## src/rtl/data_pattern_gen_pkg.sv

```systemverilog
// data_pattern_pkg
//   Shared definitions for the write-path test-data generator: pattern mode
//   codes, the controller state encoding, the PRBS-31 tap positions and a
//   helper that substitutes a legal seed when the LFSR would otherwise lock up.
package data_pattern_pkg;

    // Pattern selector values (mode input, 3 bits). Codes 5..7 give zero words.
    localparam logic [2:0] MODE_LANE_CNT = 3'd0;
    localparam logic [2:0] MODE_CNT      = 3'd1;
    localparam logic [2:0] MODE_WALK1    = 3'd2;
    localparam logic [2:0] MODE_PRBS31   = 3'd3;
    localparam logic [2:0] MODE_WALK0    = 3'd4;

    // Controller states.
    typedef enum logic {
        ST_IDLE = 1'b0,
        ST_RUN  = 1'b1
    } state_t;

    // PRBS-31 (x^31 + x^28 + 1) feedback taps within the 31-bit state.
    localparam int PRBS31_TAP_A = 30;
    localparam int PRBS31_TAP_B = 27;

    // An all-zero LFSR state never leaves zero, so replace it with all ones.
    function automatic logic [30:0] prbs31_seed(input logic [30:0] s);
        return (s == '0) ? '1 : s;
    endfunction

endpackage

```

## src/rtl/data_pattern_gen_prbs31_advance.sv

```systemverilog
// prbs31_advance
//   Combinational PRBS-31 stepper. Advances a 31-bit Fibonacci LFSR by STEPS
//   positions in one cycle and returns every generated bit, first bit in the
//   MSB of bits_out.
//
// Ports:
//   state_in   in   31     current LFSR state
//   state_out  out  31     state after STEPS advances
//   bits_out   out  STEPS  generated bits, earliest at bit STEPS-1
module prbs31_advance
    import data_pattern_pkg::*;
#(
    parameter int STEPS = 32
) (
    input  logic [30:0]      state_in,
    output logic [30:0]      state_out,
    output logic [STEPS-1:0] bits_out
);

    always_comb begin
        logic [30:0] s;
        logic        nb;
        s        = state_in;
        nb       = 1'b0;
        bits_out = '0;
        for (int i = 0; i < STEPS; i++) begin
            nb                    = s[PRBS31_TAP_A] ^ s[PRBS31_TAP_B];
            bits_out[STEPS-1-i]   = nb;
            s                     = {s[29:0], nb};
        end
        state_out = s;
    end

endmodule

```

## src/rtl/data_pattern_gen.sv

```systemverilog
// data_pattern_gen
//   Burst test-data generator for the write path. On start it latches the
//   pattern mode, seed and burst length, then presents one word per accepted
//   valid/ready handshake until the burst ends (done pulse), is aborted, or
//   runs forever when burst_len is 0.
//
// Ports:
//   clk         in   1           rising-edge clock
//   reset       in   1           synchronous active-high reset
//   start       in   1           begin a burst (only honoured in IDLE)
//   abort       in   1           terminate a running burst, no done pulse
//   mode        in   3           pattern select (see data_pattern_pkg)
//   seed        in   DATA_WIDTH  first counter word / PRBS seed in [30:0]
//   burst_len   in   LEN_WIDTH   words per burst, 0 = continuous
//   data_out    out  DATA_WIDTH  current word
//   out_valid   out  1           data_out is valid
//   out_ready   in   1           consumer accepts when valid & ready
//   busy        out  1           burst in progress
//   done        out  1           one-cycle pulse after last accept
//   word_count  out  LEN_WIDTH   words accepted in current/last burst
module data_pattern_gen
    import data_pattern_pkg::*;
#(
    parameter int DATA_WIDTH = 32,
    parameter int LANE_WIDTH = 8,
    parameter int LEN_WIDTH  = 16
) (
    input  logic                  clk,
    input  logic                  reset,
    input  logic                  start,
    input  logic                  abort,
    input  logic [2:0]            mode,
    input  logic [DATA_WIDTH-1:0] seed,
    input  logic [LEN_WIDTH-1:0]  burst_len,
    output logic [DATA_WIDTH-1:0] data_out,
    output logic                  out_valid,
    input  logic                  out_ready,
    output logic                  busy,
    output logic                  done,
    output logic [LEN_WIDTH-1:0]  word_count
);

    localparam int NUM_LANES = DATA_WIDTH / LANE_WIDTH;

    state_t                state_q, state_d;
    logic [2:0]            mode_q, mode_d;
    logic [LEN_WIDTH-1:0]  len_q, len_d;
    logic [LEN_WIDTH-1:0]  count_q, count_d;
    logic [DATA_WIDTH-1:0] data_q, data_d;
    logic [30:0]           lfsr_q, lfsr_d;
    logic                  done_q, done_d;

    logic [30:0]           prbs_in;
    logic [30:0]           prbs_next;
    logic [DATA_WIDTH-1:0] prbs_bits;
    logic                  accept;
    logic                  last_word;

    // ------------------------------------------------------------------
    // Pattern helpers
    // ------------------------------------------------------------------
    function automatic logic [DATA_WIDTH-1:0] lane_init();
        logic [DATA_WIDTH-1:0] w;
        w = '0;
        for (int i = 0; i < NUM_LANES; i++)
            w[i*LANE_WIDTH +: LANE_WIDTH] = LANE_WIDTH'(i);
        return w;
    endfunction

    // Lanes advance independently; a lane overflow must not carry upward.
    function automatic logic [DATA_WIDTH-1:0] lane_step(input logic [DATA_WIDTH-1:0] w);
        logic [DATA_WIDTH-1:0] r;
        r = '0;
        for (int i = 0; i < NUM_LANES; i++)
            r[i*LANE_WIDTH +: LANE_WIDTH] = w[i*LANE_WIDTH +: LANE_WIDTH] + LANE_WIDTH'(NUM_LANES);
        return r;
    endfunction

    function automatic logic [DATA_WIDTH-1:0] rotl1(input logic [DATA_WIDTH-1:0] w);
        return {w[DATA_WIDTH-2:0], w[DATA_WIDTH-1]};
    endfunction

    function automatic logic [DATA_WIDTH-1:0] first_word(
        input logic [2:0]            m,
        input logic [DATA_WIDTH-1:0] s,
        input logic [DATA_WIDTH-1:0] pb
    );
        case (m)
            MODE_LANE_CNT: return lane_init();
            MODE_CNT:      return s;
            MODE_WALK1:    return DATA_WIDTH'(1);
            MODE_PRBS31:   return pb;
            MODE_WALK0:    return ~DATA_WIDTH'(1);
            default:       return '0;
        endcase
    endfunction

    function automatic logic [DATA_WIDTH-1:0] next_word(
        input logic [2:0]            m,
        input logic [DATA_WIDTH-1:0] w,
        input logic [DATA_WIDTH-1:0] pb
    );
        case (m)
            MODE_LANE_CNT: return lane_step(w);
            MODE_CNT:      return w + DATA_WIDTH'(1);
            MODE_WALK1:    return rotl1(w);
            MODE_PRBS31:   return pb;
            MODE_WALK0:    return rotl1(w);
            default:       return '0;
        endcase
    endfunction

    // One stepper serves both the burst's first word (fresh seed) and every
    // following word (saved LFSR state).
    assign prbs_in = (state_q == ST_RUN) ? lfsr_q : prbs31_seed(seed[30:0]);

    prbs31_advance #(
        .STEPS (DATA_WIDTH)
    ) u_prbs (
        .state_in  (prbs_in),
        .state_out (prbs_next),
        .bits_out  (prbs_bits)
    );

    assign accept    = (state_q == ST_RUN) && out_ready;
    assign last_word = (len_q != '0) && (count_q == len_q - LEN_WIDTH'(1));

    // ------------------------------------------------------------------
    // Next-state / datapath decode
    // ------------------------------------------------------------------
    always_comb begin
        state_d = state_q;
        mode_d  = mode_q;
        len_d   = len_q;
        count_d = count_q;
        data_d  = data_q;
        lfsr_d  = lfsr_q;
        done_d  = 1'b0;
        case (state_q)
            ST_IDLE: begin
                if (start) begin
                    state_d = ST_RUN;
                    mode_d  = mode;
                    len_d   = burst_len;
                    count_d = '0;
                    data_d  = first_word(mode, seed, prbs_bits);
                    lfsr_d  = prbs_next;
                end
            end
            ST_RUN: begin
                // Abort wins over a simultaneous accept: that word is dropped.
                if (abort) begin
                    state_d = ST_IDLE;
                end else if (accept) begin
                    count_d = count_q + LEN_WIDTH'(1);
                    if (last_word) begin
                        state_d = ST_IDLE;
                        done_d  = 1'b1;
                    end else begin
                        data_d = next_word(mode_q, data_q, prbs_bits);
                        lfsr_d = prbs_next;
                    end
                end
            end
        endcase
    end

    // ------------------------------------------------------------------
    // Register stage
    // ------------------------------------------------------------------
    always_ff @(posedge clk) begin
        if (reset) begin
            state_q <= ST_IDLE;
            mode_q  <= '0;
            len_q   <= '0;
            count_q <= '0;
            data_q  <= '0;
            lfsr_q  <= '0;
            done_q  <= 1'b0;
        end else begin
            state_q <= state_d;
            mode_q  <= mode_d;
            len_q   <= len_d;
            count_q <= count_d;
            data_q  <= data_d;
            lfsr_q  <= lfsr_d;
            done_q  <= done_d;
        end
    end

    assign data_out   = data_q;
    assign out_valid  = (state_q == ST_RUN);
    assign busy       = (state_q == ST_RUN);
    assign done       = done_q;
    assign word_count = count_q;

endmodule

```

## config.mk

```make
export PLATFORM = sky130hd
export DESIGN_NAME = data_pattern_gen
export DESIGN_NICKNAME = d
export VERILOG_FILES = /design/src/rtl/data_pattern_gen_pkg.sv /design/src/rtl/data_pattern_gen_prbs31_advance.sv /design/src/rtl/data_pattern_gen.sv
export SDC_FILE = /design/constraint.sdc
export NUM_CORES = 1
export LEC_CHECK = 0
export CAP_MARGIN = 15
export CORE_MARGIN = 8
export CORE_UTILIZATION = 47
export CTS_BUF_LIST = sky130_fd_sc_hd__clkbuf_4
export CTS_CLUSTER_DIAMETER = 150
export DETAILED_ROUTE_END_ITERATION = 10
export PLACE_DENSITY = 0.7
export SLEW_MARGIN = 40
export SYNTH_ARGS = -nofsm -noshare
export SYNTH_HDL_FRONTEND = slang
export SYNTH_SLANG_ARGS = --single-unit
```

## constraint.sdc

```tcl
create_clock -name clk -period 6.6 [get_ports clk]
set_input_delay 1.32 -clock clk [delete_from_list [all_inputs] [get_ports clk]]
set_output_delay 1.32 -clock clk [all_outputs]
set_load 0.005 [all_outputs]
```

==> impl_metrics.json, run 1 <==
{
  "clk_pin_slew_worst_paths_ns": 0.17,
  "nets": 1144,
  "synth_edf_count": 0,
  "multi_input_area_um2": 5100,
  "synth-adder-area-share": 0.0134,
  "timing.setup.tns_ns": 0,
  "async_reset_ff_frac": 0,
  "io_buffer_count": 106,
  "postLayoutCoreUtil": 0.555,
  "p_per_area_nw_per_um2": 186,
  "critical_path_class": "input pin to flop",
  "antenna_found_initial": 1,
  "synth_area_um2": 7470,
  "regArea_um2": 2000,
  "rows": 46,
  "power.total_mw": 1.62,
  "p_leak_nw": 3.03,
  "ys_seq_area_frac": 0.268,
  "r2r-start": "len_q[0]$_SDFFE_PP0P_",
  "place_inst": 1285,
  "syn_nets": 1095,
  "cts_tree": "built",
  "comb_power_share": 0.346,
  "ys.flop_type": "dfxtp_1",
  "tritoncts.num_buffers": 9,
  "end_kind": "flop",
  "grt_pass1_vias": 7329,
  "setup_viol": 0,
  "finalWirelength_mm": 28.3,
  "min_path_type": "flop to flop",
  "drv_slew": 0,
  "critPathLaunchType": "input pin",
  "cts_max_level": 3,
  "die_w_um": 142,
  "synth_compound_area_frac": 0.272,
  "core_um2": 15700,
  "yosysUniqueCellTypes": 67,
  "critPathMaxFanout": 11,
  "switchingPower_mw": 0.665,
  "die_h_um": 142,
  "detail_route.wl_per_cell_um": 21.7,
  "grt_setup_unrepaired": "false",
  "crit_required_ns": 6.97,
  "fin_cells": 1302,
  "skew_ns": 0.0270,
  "place_hpwl_mm": 21.0,
  "p_sw_frac": 0.410,
  "outcome": "complete, no violations",
  "syn2layout_area_growth_pct": 16.8,
  "synth-seq-cells": 100,
  "vias": 8273,
  "cts_hold_buf": 0,
  "ir_drop_mv": 0.0945,
  "clkPwrFrac": 0.204,
  "io_pins": 107,
  "synth_top_family_by_area": "compound AO/OA/AOI/OAI gates",
  "hold_viol": 0,
  "first_pass_iters": 7,
  "drv_cap": 0,
  "crit_arrival_ns": 4.07,
  "clock-sinks": 100,
  "ys_warn_count": 0,
  "overflow": 0,
  "die-area_um2": 20200,
  "synth_xor_area_frac": 0.118,
  "clk_latency_ns": 0.52,
  "vias_per_cell": 6.35,
  "drive_above_1_share": 0.0442,
  "fillers": 1505,
  "cts_root_buffer": "clkbuf_4",
  "drc": 0,
  "p_seq_frac": 0.450,
  "fmax_mhz": 270,
  "holdWs_ns": 0.495,
  "crit_path_start": "seed[13]",
  "finalCritPeriodShare": 0.561,
  "min_from": "lfsr_q[28]$_SDFFE_PP0P_",
  "intPower_mw": 0.957,
  "period_needed_ns": 3.70,
  "tightestPinTransition_ns": 0.990,
  "clockBufferDepth": 2,
  "drt_iter0_drc": 1463,
  "grtUsageTotal": 0.274,
  "synth_simple_gate_area_share": 0.249,
  "synth_mux_area_frac": 0.0276,
  "cts_setup_buffers": 0,
  "postSynthAreaPerCell_um2": 7.24,
  "globalplace.congestion": 0.969,
  "syn_inst": 1031,
  "max_slew_margin": 0.333,
  "ctsResizeCount": 0,
  "ant_nets": 0,
  "grt_max_degree": 78,
  "initial_core_util": 0.475,
  "grt_pass1_wl_mm": 43.3
}
cells in the mapped netlist (7+ instances only):
master,number,area (µm²)
nand4_1,15,93.8
a211oi_1,48,360
nor4_1,11,68.8
a22oi_1,19,143
nor2b_1,13,81.3
o31ai_1,8,60.1
o21ai_0,53,265
nor2_1,102,383
or3_1,8,50.1
o22ai_1,11,68.8
nor3_1,23,115
a31oi_1,8,50.1
inv_1,16,60.1
nand2b_1,14,87.6
xnor2_1,51,447
nand3_1,18,90.1
and4_1,8,70.1
mux2i_1,15,150
dfxtp_1,100,2000
ha_1,8,100
and3_1,8,50.1
a21oi_1,107,536
clkbuf_1,60,225
xor2_1,50,438
a32oi_1,7,61.3
buf_2,13,65.1
nand2_1,149,559
state kept, by name, summed over array words and instances, names as in the netlist:
name,count
data_out,32
len_q,16
mode_q,3
word_count,16
done,1
lfsr_q,31
busy,1
logic make-up after synthesis:
kind of cell / after synthesis
AOI/OAI and AO/OA: 315
adders and majority gates: 8
DFF: 100
and+or+nand+nor: 392
xor gates and xnor gates: 101
muxes: 20
buffers and inverters: 95
path summary, 6_finish.rpt:
path              cells past startpoint  slack (ns)                  endpoint
setup / recovery                     10        2.90  data_out[3]$_SDFFE_PP0P_
hold / removal                        2        0.50   lfsr_q[28]$_SDFFE_PP0P_
setup reg to reg                     10        3.12  data_out[9]$_SDFFE_PP0P_
hold reg to reg                       2        0.50   lfsr_q[28]$_SDFFE_PP0P_
placed cells by master (no fill, tap or decap), types with 9 or more instances in the layout:
cell type / n
a211oi_1: 48
o21ai_0: 53
nand4_1: 15
xor2_1: 50
inv_1: 16
nor2b_1: 13
nand2b_1: 14
clkbuf_4: 9
xnor2_1: 51
clkdlybuf4s50_1: 105
nor3_1: 21
a22oi_1: 19
o22ai_1: 11
nor2_1: 102
a21oi_1: 107
mux2i_1: 15
nand3_1: 18
buf_4: 9
nand2_1: 149
dfxtp_1: 99
nor4_1: 11
layout make-up:
type / count / area share
Multi-Input combinational cell: 836 / 0.585
Sequential cell: 100 / 0.230
Timing Repair Buffer: 117 / 0.133
Tap cell: 216 / 0.0310
Clock buffer: 9 / 0.00775
Inverter: 16 / 0.00689
Clock inverter: 7 / 0.00646
Antenna cell: 1 / 0.000287
critical path, cell delays in order:
cell and delay, ns:
clkdlybuf4s50_1 0.57, nor4_1 0.52, nand4_1 0.18, o21ai_0 0.19, buf_4 0.22, nor3_1 0.08, nor3_1 0.50, a22oi_1 0.17
a211oi_1 0.21, a211oi_1 0.10
power groups by stage:
stage	clock network (mW)	registers [mW]	logic [mW]
finish	0.332	0.730	0.561
global placement	0	0.739	0.535
floorplan	0	0.709	0.350
CTS	0.331	0.726	0.542
detailed placement	0	0.739	0.539
global route	0.358	0.736	0.600
per-stage QoR:
stage	cell area (µm²)	setup slack [ns]
after detailed placement	8580	2.44
after global placement	8570	2.54
after floorplan	7470	3.57
after global routing	8720	2.75
final	8720	2.90
after CTS	8700	2.98
metal layers:
layer | up-vias | GRT usage | wire [µm]
li1 | 3833 | - | -
met1 | 3840 | 0.395 | 12600
met2 | 548 | 0.382 | 11600
met3 | 52 | 0.0785 | 3560
met4 | 0 | 0.0791 | 472
met5 | - | 0 | 0
(Power assumes the default switching activity.)
==> run 2: changes to the inputs <==
--- a/config.mk
+++ b/config.mk
@@ -11,7 +11,7 @@
 export CTS_BUF_LIST = sky130_fd_sc_hd__clkbuf_4
 export CTS_CLUSTER_DIAMETER = 150
 export DETAILED_ROUTE_END_ITERATION = 10
-export PLACE_DENSITY = 0.7
+export PLACE_DENSITY = 0.73
 export SLEW_MARGIN = 40
 export SYNTH_ARGS = -nofsm -noshare
 export SYNTH_HDL_FRONTEND = slang
==> constraint.sdc (replaced) <==
create_clock -name clk -period 3 [get_ports clk]
set_input_delay 0.6 -clock clk [delete_from_list [all_inputs] [get_ports clk]]
set_output_delay 0.6 -clock clk [all_outputs]
set_load 0.005 [all_outputs]
==> run 2 against run 1 <==
Clock skew is 0.0030 ns lower. Hold slack got worse by 0.012 ns. Setup slack got worse by 2.7 ns. Clock power rose by 130%. Final cell count grew 6.8%. Power rose by 130%. Critical path depth decreased by 1. Die area unchanged. Design area increased by 8.4%. Core utilization is 4.7 points higher. Critical endpoint is now data_out[26]$_SDFFE_PP0P_. Largest cell class unchanged. Highest routed layer unchanged.
==> impl_metrics.json, run 2 (synthesis gave the netlist of run 1 again) <==
{
  "outcome": "complete, no violations",
  "min_path_type": "flop to flop",
  "fillers": 1486,
  "critPathLaunchType": "flop",
  "mostFrequentLayoutCells": "nand2_1 (149), a21oi_1 (107), clkdlybuf4s50_1 (105)",
  "grtUsageTotal": 0.277,
  "multi_input_area_um2": 5110,
  "io_buffer_count": 106,
  "p_per_area_nw_per_um2": 396,
  "crit_arrival_ns": 3.23,
  "rows": 46,
  "clock-sinks": 100,
  "clockBufferDepth": 2,
  "end_kind": "flop",
  "antenna_found_initial": 1,
  "setup_viol": 0,
  "vias": 8563,
  "die_w_um": 142,
  "grt_pass1_vias": 7648,
  "first_pass_iters": 9,
  "die_h_um": 142,
  "globalplace.congestion": 0.993,
  "initial_core_util": 0.475,
  "finalCritPeriodShare": 0.947,
  "p_leak_nw": 3.48,
  "drv_cap": 0,
  "cts_root_buffer": "clkbuf_4",
  "core_um2": 15700,
  "p_sw_frac": 0.402,
  "postLayoutCoreUtil": 0.601,
  "max_slew_margin": 0.496,
  "ant_nets": 0,
  "clk_pin_slew_worst_paths_ns": 0.20,
  "skew_ns": 0.0240,
  "hold_viol": 0,
  "place_hpwl_mm": 22.1,
  "critPathMaxFanout": 5,
  "drc": 0,
  "syn2layout_area_growth_pct": 26.5,
  "tritoncts.num_buffers": 9,
  "regArea_um2": 2000,
  "detail_route.wl_per_cell_um": 20.9,
  "die-area_um2": 20200,
  "overflow": 0,
  "clk_latency_ns": 0.51,
  "finalWirelength_mm": 29.1,
  "ir_drop_mv": 0.234,
  "layout_commonest_cell": "nand2_1",
  "critical_path_class": "flop to flop",
  "grt_max_degree": 73,
  "largest_reg_flops": 32,
  "comb_power_share": 0.369,
  "grt_pass1_wl_mm": 44.0,
  "drt_iter0_drc": 1177,
  "io_pins": 107,
  "timing.setup.tns_ns": 0,
  "clkPwrFrac": 0.206,
  "period_needed_ns": 2.84,
  "fmax_mhz": 352,
  "cts_max_level": 3,
  "vias_per_cell": 6.16,
  "tightestPinTransition_ns": 0.750,
  "intPower_mw": 2.23,
  "grt_setup_unrepaired": "false",
  "drv_slew": 0,
  "drive_above_1_share": 0.118,
  "switchingPower_mw": 1.50,
  "p_seq_frac": 0.425,
  "stdcell_area_um2": 9450,
  "placed_area_um2": 9240,
  "crit_required_ns": 3.39,
  "cts_tree": "built",
  "nets": 1232
}
[run 2: final timing paths]
kind,startpoint,end,slack [ns],cells after the start
max,data_out[2]$_SDFFE_PP0P_,data_out[26]$_SDFFE_PP0P_,0.16,9
min,lfsr_q[28]$_SDFFE_PP0P_,lfsr_q[28]$_SDFFE_PP0P_,0.48,2
max reg2reg,data_out[2]$_SDFFE_PP0P_,data_out[26]$_SDFFE_PP0P_,0.16,9
min reg2reg,lfsr_q[28]$_SDFFE_PP0P_,lfsr_q[28]$_SDFFE_PP0P_,0.48,2
[run 2: metal layers]
layer,vias up,global-route usage,share of wire
met4,0,0.0791,0.021
met1,3977,0.390,0.44
li1,3993,-,-
met5,-,0,0
met3,54,0.0748,0.11
met2,539,0.400,0.43
[run 2: what timing repair did]
action | in CTS | in global routing
setup buffers | 0 | 0
gates resized for setup | 0 | 6
setup endpoints to repair | 0 | 55
hold buffers | 0 | 0
[run 2: critical path, stage by stage (launching register included)]
cell and delay, ns:
dfxtp_1 0.48, ha_1 0.25, nand4_1 0.17, or4_1 0.61, o31ai_1 0.42, xor2_1 0.11, o221ai_1 0.28, o311ai_0 0.21
nand2_1 0.11, a21oi_1 0.06
[run 2: through the flow]
stage	total power [mW]	std cells	setup WS [ns]	hold WS (ns)
2_1_floorplan	2.33	1031	0.426	0.448
3_3_place_gp	2.91	1372	0.0354	0.457
3_5_place_dp	2.93	1372	0.0707	0.463
4_1_cts	3.68	1388	0.0515	0.486
5_1_grt	3.91	1391	0.0109	0.504
6_report	3.74	1391	0.160	0.483
[run 2: area by class of cell]
type / instances / area share
Tap cell: 216 / 0.0286
Clock inverter: 7 / 0.00834
Inverter: 16 / 0.00636
Clock buffer: 9 / 0.00715
Sequential cell: 100 / 0.212
Timing Repair Buffer: 205 / 0.196
Antenna cell: 2 / 0.000530
Multi-Input combinational cell: 836 / 0.541
[run 2: power by group through the flow]
stage	Clock, mW	Combinational [mW]	Sequential [mW]
floorplan	0	0.769	1.56
global placement	0	1.30	1.61
detailed placement	0	1.31	1.61
CTS	0.775	1.32	1.58
global route	0.827	1.47	1.60
finish	0.769	1.38	1.59
==> variant: new RTL, settings of run 2 <==
Register the input `mode` before use. The logic sees it one clock later. The other inputs are not delayed to match.
--- a/src/rtl/data_pattern_gen.sv
+++ b/src/rtl/data_pattern_gen.sv
@@ -42,6 +42,12 @@
 
     localparam int NUM_LANES = DATA_WIDTH / LANE_WIDTH;
 
+    logic [2:0] mode_r;
+
+    always_ff @(posedge clk) begin
+        mode_r <= mode;
+    end
+
     state_t                state_q, state_d;
     logic [2:0]            mode_q, mode_d;
     logic [LEN_WIDTH-1:0]  len_q, len_d;
@@ -140,10 +146,10 @@
             ST_IDLE: begin
                 if (start) begin
                     state_d = ST_RUN;
-                    mode_d  = mode;
+                    mode_d  = mode_r;
                     len_d   = burst_len;
                     count_d = '0;
-                    data_d  = first_word(mode, seed, prbs_bits);
+                    data_d  = first_word(mode_r, seed, prbs_bits);
                     lfsr_d  = prbs_next;
                 end
             end
Behaviour: not the same (Yosys sat finds a counterexample within 4 cycles, from zero or initial values and one cycle with reset high).
==> variant against run 2 <==
- first-iteration DRC count is 13% lower
- setup slack worse by 0.032 ns
- design area hardly changed
- total power is 3.9% lower
- maximum frequency is 1.1% lower
- hold slack better by 0.0037 ns
- sequential cell count is 3 higher
- area after synthesis is 1.4% higher
- critical path type unchanged
- count of clock-buffer cells in the layout is 1 higher
- clock skew is 0.0011 ns lower
- combinational power is 7% lower
- routed wire length is 3.0% lower
==> variant: results (changes against run 2) <==
- Portion of the post-synthesis area used by sequential elements: 0.272 (+0.00430)
- Average size of a mapped cell: 7.42 um^2 (+2.5%)
- Placed Area: 9300 um^2 (+0.65%)
- Post-synthesis compound-gate area fraction: 0.238 (-0.0336)
- Nets: 1218 (-1.1%)
- Wire length of the first global-routing pass: 43300 um (-1.4%)
- Router iterations before antenna repair: 6 (-3)
- Global-route track usage on met1: 0.318 (-0.0726)
- Static leakage: 3.58 nW (+2.7%)
- Status: finished clean
- Reg2reg setup slack: 0.13 ns (-0.03 ns)
- Endpoint of the worst hold path: len_q[2]
- Peak supply drop: 223 uV (-5.0%)
- Minimum hold slack: 0.487 ns (+0.00375 ns)
- WL/cell: 20.5 um (-2.0%)
- Worst Clk Skew: 0.0229 ns (-0.00109 ns)
- Switching share of total power: 0.380 (-0.0222)
- Kind of cell adding the most delay to the critical path: simple AND/OR/NAND/NOR gates
- Setup crit start: len_q[1]
- Met3 routed WL: 2470 um (-24%)
- Number of distinct library cells after synthesis: 70 (+4.5%)
- Post-detailed-route via-to-cell ratio: 6.25 (+1.6%)
- Hold path start: len_q[2]
- P_clk: 0.692 mW (-10%)
- Number of global-route vias before repair: 8118 (+6.1%)
- Synth Area in Adders: 0.0132 (-0.000182)
-- variant: cell types whose count changed after synthesis, moves of 10 or more --
cell,before,now
sky130_fd_sc_hd__buf_2,13,2
sky130_fd_sc_hd__mux2i_1,15,42
sky130_fd_sc_hd__nand3_1,18,28
sky130_fd_sc_hd__nand2_1,149,115
sky130_fd_sc_hd__a21oi_1,107,88
sky130_fd_sc_hd__nor2_1,102,124
sky130_fd_sc_hd__a211oi_1,48,18
-- variant: repair_timing --
action | CTS | global route
resized for setup | 0 | 2
endpoints found under the setup margin | 0 | 8
hold buffers | 0 | 0
-- variant: area by class of cell --
type	instances	area, um^2
fill	1505	6370
antenna	1	2.50
timing repair buffer	204	1850
clock buffer	10	75.1
clock inverter	6	37.5
tap	216	270
inverter	13	48.8
sequential	103	2060
multi-input combinational	823	5100
